===== config.mk =====
export PLATFORM = sky130hd
export DESIGN_NAME = pipe_flow_ctrl
export DESIGN_NICKNAME = d
export VERILOG_FILES = /design/src/rtl/pipe_flow_ctrl.sv
export SDC_FILE = /design/constraint.sdc
export NUM_CORES = 1
export LEC_CHECK = 0
export BUFFER_PORTS_ARGS = -buffer_cell sky130_fd_sc_hd__buf_2
export CORE_UTILIZATION = 49
export DETAILED_ROUTE_END_ITERATION = 7
export GPL_TIMING_DRIVEN = 0
export PLACE_DENSITY = 0.77
export REMOVE_ABC_BUFFERS = 1
export SLEW_MARGIN = 10
export SYNTH_ARGS = -nofsm -noshare
export SYNTH_HDL_FRONTEND = slang
export SYNTH_SLANG_ARGS = --single-unit
export TNS_END_PERCENT = 5

===== constraint.sdc =====
create_clock -name clock -period 2.7 [get_ports clock]
set_input_delay 0.27 -clock clock [delete_from_list [all_inputs] [get_ports clock]]
set_output_delay 0.27 -clock clock [all_outputs]
set_load 0.005 [all_outputs]

===== src/rtl/pipe_flow_ctrl.sv =====
// Pipeline flow sequencer: stage enables, flushes and bubbles for load-use,
// taken-branch, data-memory wait and syscall drain-to-halt, plus perf counters.
//
// state   | meaning
// --------+----------------------------------------------------------
// RUN     | normal issue; branch/load-use/syscall decisions applied
// MEMWAIT | frozen on a data-memory access, MEM/WB fed bubbles
// DRAIN   | syscall seen, no new fetch, older instructions retire
// HALT    | pipeline stopped until reset
module pipe_flow_ctrl #(
    parameter int CNT_W        = 32,
    parameter int DRAIN_CYCLES = 3,
    parameter int MEM_TIMEOUT  = 255
) (
    input  logic             clock,
    input  logic             reset,
    input  logic [4:0]       id_rs,
    input  logic [4:0]       id_rt,
    input  logic             id_uses_rt,
    input  logic             id_syscall,
    input  logic             ex_memRead,
    input  logic [4:0]       ex_write_reg,
    input  logic             ex_branch_taken,
    input  logic             mem_req,
    input  logic             mem_ready,
    output logic             pc_en,
    output logic             ifid_en,
    output logic             idex_en,
    output logic             exmem_en,
    output logic             memwb_en,
    output logic             ifid_flush,
    output logic             idex_flush,
    output logic             memwb_bubble,
    output logic             halted,
    output logic             mem_error,
    output logic [1:0]       state,
    output logic [CNT_W-1:0] cycle_count,
    output logic [CNT_W-1:0] stall_count
);

    localparam logic [1:0] ST_RUN     = 2'd0;
    localparam logic [1:0] ST_MEMWAIT = 2'd1;
    localparam logic [1:0] ST_DRAIN   = 2'd2;
    localparam logic [1:0] ST_HALT    = 2'd3;

    localparam int DW = $clog2(DRAIN_CYCLES + 2);
    localparam int WW = $clog2(MEM_TIMEOUT + 2);

    logic [1:0]    state_q, state_d;
    logic [DW-1:0] drain_q, drain_d, drain_inc;
    logic [WW-1:0] wait_q, wait_d, wait_inc;
    logic          err_set;
    logic          memstall, load_use, freeze;
    logic          pc_c, ifid_c, idex_c, exmem_c, memwb_c;
    logic          ifid_fl_c, idex_fl_c, bubble_c;

    assign memstall = mem_req && !mem_ready;
    assign load_use = ex_memRead && (ex_write_reg != 5'd0) &&
                      ((ex_write_reg == id_rs) || (id_uses_rt && (ex_write_reg == id_rt)));

    always_comb begin
        state_d   = state_q;
        drain_d   = drain_q;
        wait_d    = wait_q;
        drain_inc = drain_q + DW'(1);
        wait_inc  = wait_q + WW'(1);
        err_set   = 1'b0;
        freeze    = 1'b0;
        pc_c      = 1'b0;
        ifid_c    = 1'b0;
        idex_c    = 1'b0;
        exmem_c   = 1'b0;
        memwb_c   = 1'b0;
        ifid_fl_c = 1'b0;
        idex_fl_c = 1'b0;
        bubble_c  = 1'b0;
        case (state_q)
            ST_RUN, ST_MEMWAIT: begin
                // Once waiting, only mem_ready releases the freeze
                freeze = (state_q == ST_RUN) ? memstall : !mem_ready;
                if (freeze) begin
                    memwb_c  = 1'b1;
                    bubble_c = 1'b1;
                    if (state_q == ST_RUN) begin
                        state_d = ST_MEMWAIT;
                        wait_d  = WW'(1);
                    end else if (wait_inc >= WW'(MEM_TIMEOUT)) begin
                        state_d = ST_HALT;
                        err_set = 1'b1;
                    end else begin
                        wait_d = wait_inc;
                    end
                end else begin
                    state_d = ST_RUN;
                    {pc_c, ifid_c, idex_c, exmem_c, memwb_c} = 5'b11111;
                    if (ex_branch_taken) begin
                        ifid_fl_c = 1'b1;
                        idex_fl_c = 1'b1;
                    end else if (load_use) begin
                        pc_c      = 1'b0;
                        ifid_c    = 1'b0;
                        idex_fl_c = 1'b1;
                    end else if (id_syscall) begin
                        state_d = ST_DRAIN;
                        drain_d = '0;
                    end
                end
            end
            ST_DRAIN: begin
                if (memstall) begin
                    memwb_c  = 1'b1;
                    bubble_c = 1'b1;
                end else begin
                    {ifid_c, idex_c, exmem_c, memwb_c} = 4'b1111;
                    ifid_fl_c = 1'b1;
                    if (drain_inc >= DW'(DRAIN_CYCLES)) state_d = ST_HALT;
                    else drain_d = drain_inc;
                end
            end
            default: ;
        endcase
    end

    assign pc_en        = pc_c      & ~reset;
    assign ifid_en      = ifid_c    & ~reset;
    assign idex_en      = idex_c    & ~reset;
    assign exmem_en     = exmem_c   & ~reset;
    assign memwb_en     = memwb_c   & ~reset;
    assign ifid_flush   = ifid_fl_c & ~reset;
    assign idex_flush   = idex_fl_c & ~reset;
    assign memwb_bubble = bubble_c  & ~reset;
    assign halted       = (state_q == ST_HALT);
    assign state        = state_q;

    always_ff @(posedge clock or posedge reset) begin
        if (reset) begin
            state_q     <= ST_RUN;
            drain_q     <= '0;
            wait_q      <= '0;
            mem_error   <= 1'b0;
            cycle_count <= '0;
            stall_count <= '0;
        end else begin
            state_q   <= state_d;
            drain_q   <= drain_d;
            wait_q    <= wait_d;
            mem_error <= mem_error | err_set;
            if ((state_q != ST_HALT) && (cycle_count != '1))
                cycle_count <= cycle_count + CNT_W'(1);
            if (((state_q == ST_RUN) || (state_q == ST_MEMWAIT)) && !pc_c && (stall_count != '1))
                stall_count <= stall_count + CNT_W'(1);
        end
    end

endmodule


==> flow_metrics.tcl <==
set metrics [dict create \
    antenna-diode-count 0 \
    synth_top_area_frac 0.470 \
    p_per_area_nw_per_um2 581 \
    clockBufferDepth 2 \
    power.leakage_uw 0.00248 \
    antenna_found_initial 0 \
    clkPwrFrac 0.362 \
    synth_top_family_by_area "simple AND/OR/NAND/NOR gates" \
    vias_per_cell 5.68 \
    endpoint_kind "primary output" \
    portBuffers 98 \
    swShare 0.279 \
    netlist_area_um2 4210 \
    gp_congestion 0.850 \
    wl_per_cell_um 15.0 \
    fmax_mhz 390 \
    drv_slew 0 \
    insertion_delay_ps 350 \
    synth_ff_type "dfrtp_1" \
    cap_viol_max_count 0 \
    worst_ep_required_time_ps 2430 \
    fin_crit_sh 0.949 \
    grt_max_degree 62 \
    worstSetupPathType "in -> out" \
    totalWireLength_mm 9.58 \
    syn_to_final_growth_pct 20.8 \
    grt_pass1_wl_mm 15.8 \
    synth-edff-count 0 \
    synthArstFlopShare 1.00 \
    postRouteAntennaNets 0 \
    rsz0062_at_grt "false" \
    cts_buffers 9 \
    layout.nets 559 \
    core_um2 8260 \
    synthSimpleGateAreaFrac 0.248 \
    place_inst 623 \
    worst_hold_path_type "in -> reg" \
    final-setup-viol-count 0 \
    tightest_slew_ps 1190 \
    yosysMostFrequentCell "dfrtp_1" \
    p_int_uw 2130 \
    drc 0 \
    synthesis.instances 428 \
    die_area_um2 8960 \
    cp_slowest_cell "or4_1" \
    finalPower_uw 2950 \
    fp.dieW_um 94.7 \
    arrival_ps 2290 \
    syn_area_per_cell_um2 9.83 \
    ys_types 49 \
    synthXorXnorAreaFrac 0.156 \
    netlist_top_cells_area "dfrtp_1, xnor2_1, xor2_1" \
    instances_no_fill 640 \
    postLayoutSetupSlackWorst_ps 137 \
    dpl.hpwl_mm 7.02 \
    cts.htree.levels 3 \
    initial_core_util 0.510 \
    path_clk_slew_ps 80 \
    drt_iter0_drc 179 \
    path_common_cell "buf_2" \
    fill_cells 692 \
    startpoint_type "primary input" \
    grt_overflow_total 0 \
    cts_root_buf "clkbuf_8" \
    grt_util_all_layers 0.225 \
    rrSetupSlack_ps 180 \
    slew_headroom 0.199 \
    synthAdderAreaFrac 0.0178 \
    die_h_um 94.7 \
    skew_ps 9.35 \
    status "completed" \
    synth_compound_area_frac 0.0699 \
    p_comb_frac 0.148 \
    vias 3638 \
    cts_tree "yes" \
    cp_max_fo 3 \
    crit_chain "buf_2, or4_1, o21ai_0, inv_1, and2_1, a2111oi_0, buf_2" \
    hold_viol 0 \
    pin_count 99 \
    fp-row-count 33 \
    place_ws_ps 92.6 \
    yosysTopAreaCell "dfrtp_1" \
    p_seq_frac 0.490 \
    slowest_delay_ps 580 \
    drive_above_1_share 0.243 \
    ys_top_cells_by_count "dfrtp_1, xnor2_1, nand2_1, xor2_1" \
    cts_setup_buffers 0 \
    hold_ws_ps 206 \
    grt_pass1_vias 3400 \
    muxShareOfSynthArea 0.0101 \
    yosysWarningCount 0 \
    clock-sinks 79 \
    synth-seq-cells 79 \
    period_needed_ps 2560 \
    drt_pass1_iterations 4 \
    p_switching_uw 824 \
    vdd.ir_drop.worst_mv 0.320 \
    yosysSeqAreaShare 0.470 \
]
-- kinds of logic after synthesis --
group	count (synthesis)
xor gates and xnor gates	75
DFF	79
adders and majority gates	6
and+or+nand+nor	189
AOI/OAI and AO/OA	46
muxes	4
buffers and inverters	29
-- final cells by class --
| cell class | count | area [µm²] | area share |
|---|---|---|---|
| Clock buffer | 9 | 124 | 0.0244 |
| Clock inverter | 7 | 120 | 0.0236 |
| Inverter | 19 | 73.8 | 0.0145 |
| Multi-Input combinational cell | 320 | 2120 | 0.417 |
| Sequential cell | 79 | 1980 | 0.389 |
| Tap cell | 105 | 131 | 0.0258 |
| Timing Repair Buffer | 101 | 539 | 0.106 |
-- cells in the final DEF, fill, tap and decap left out, drive strengths merged, types with 12 or more instances in the layout --
cell,netlist,final
xor2,34,34
nor4,16,16
nand2,34,34
inv,19,20
and4,12,12
dfrtp,79,79
nand4,19,19
nand3,29,29
o21ai,15,15
nor2,28,28
nor3,24,24
xnor2,41,41
buf,3,100
-- through the flow --
stage / cell area, µm² / util / TNS, ps
2_1_floorplan: 4160 / - / -642
3_3_place_gp: 4780 / 0.579 / -51690
3_5_place_dp: 4830 / 0.584 / 0
4_1_cts: 5080 / 0.615 / 0
5_1_grt: 5080 / 0.616 / 0
6_report: 5080 / 0.616 / 0
-- final timing paths --
path	from	endpoint	cells after the start
max	ex_write_reg[1]	pc_en	7
min	id_syscall	state[1]	3
max reg2reg	wait_q[0]	wait_q[8]	7
min reg2reg	cycle_count[26]	cycle_count[26]	1
max in group asynchronous	reset	stall_count[3]	4
min in group asynchronous	reset	stall_count[18]	3
-- registers in the layout (all words and copies together) (netlist names) --
signal and count:
cycle_count 32, stall_count 32, state 2, wait_q 9, mem_error 1, drain_q 3
-- critical path: cells and delay by family --
| family | cells | cell delay (ps) |
|---|---|---|
| AO/OA/AOI/OAI | 2 | 830 |
| AND/OR/NAND/NOR | 2 | 770 |
| buffers and inverters | 3 | 430 |
-- power groups by stage --
stage	combinational (µW)	clock, µW	sequential, µW
3_3_place_gp	417	0	1460
3_5_place_dp	441	0	1470
5_1_grt	500	1140	1470
6_report	439	1070	1450
2_1_floorplan	271	0	1450
4_1_cts	445	1090	1450
-- metal layers --
layer | part of all wire | GRT usage | vias up
met5 | 0 | 0 | -
met4 | 0.025 | 0.104 | 0
met3 | 0.041 | 0.0370 | 22
met2 | 0.48 | 0.354 | 99
met1 | 0.46 | 0.306 | 1786
li1 | - | - | 1731
-- timing repair --
item	4_1_cts	5_1_grt
setup endpoints to repair	0	12
hold endpoints to repair	18	0
resized for setup	0	1
hold buffers	1	0
(Power assumes the default switching activity.)
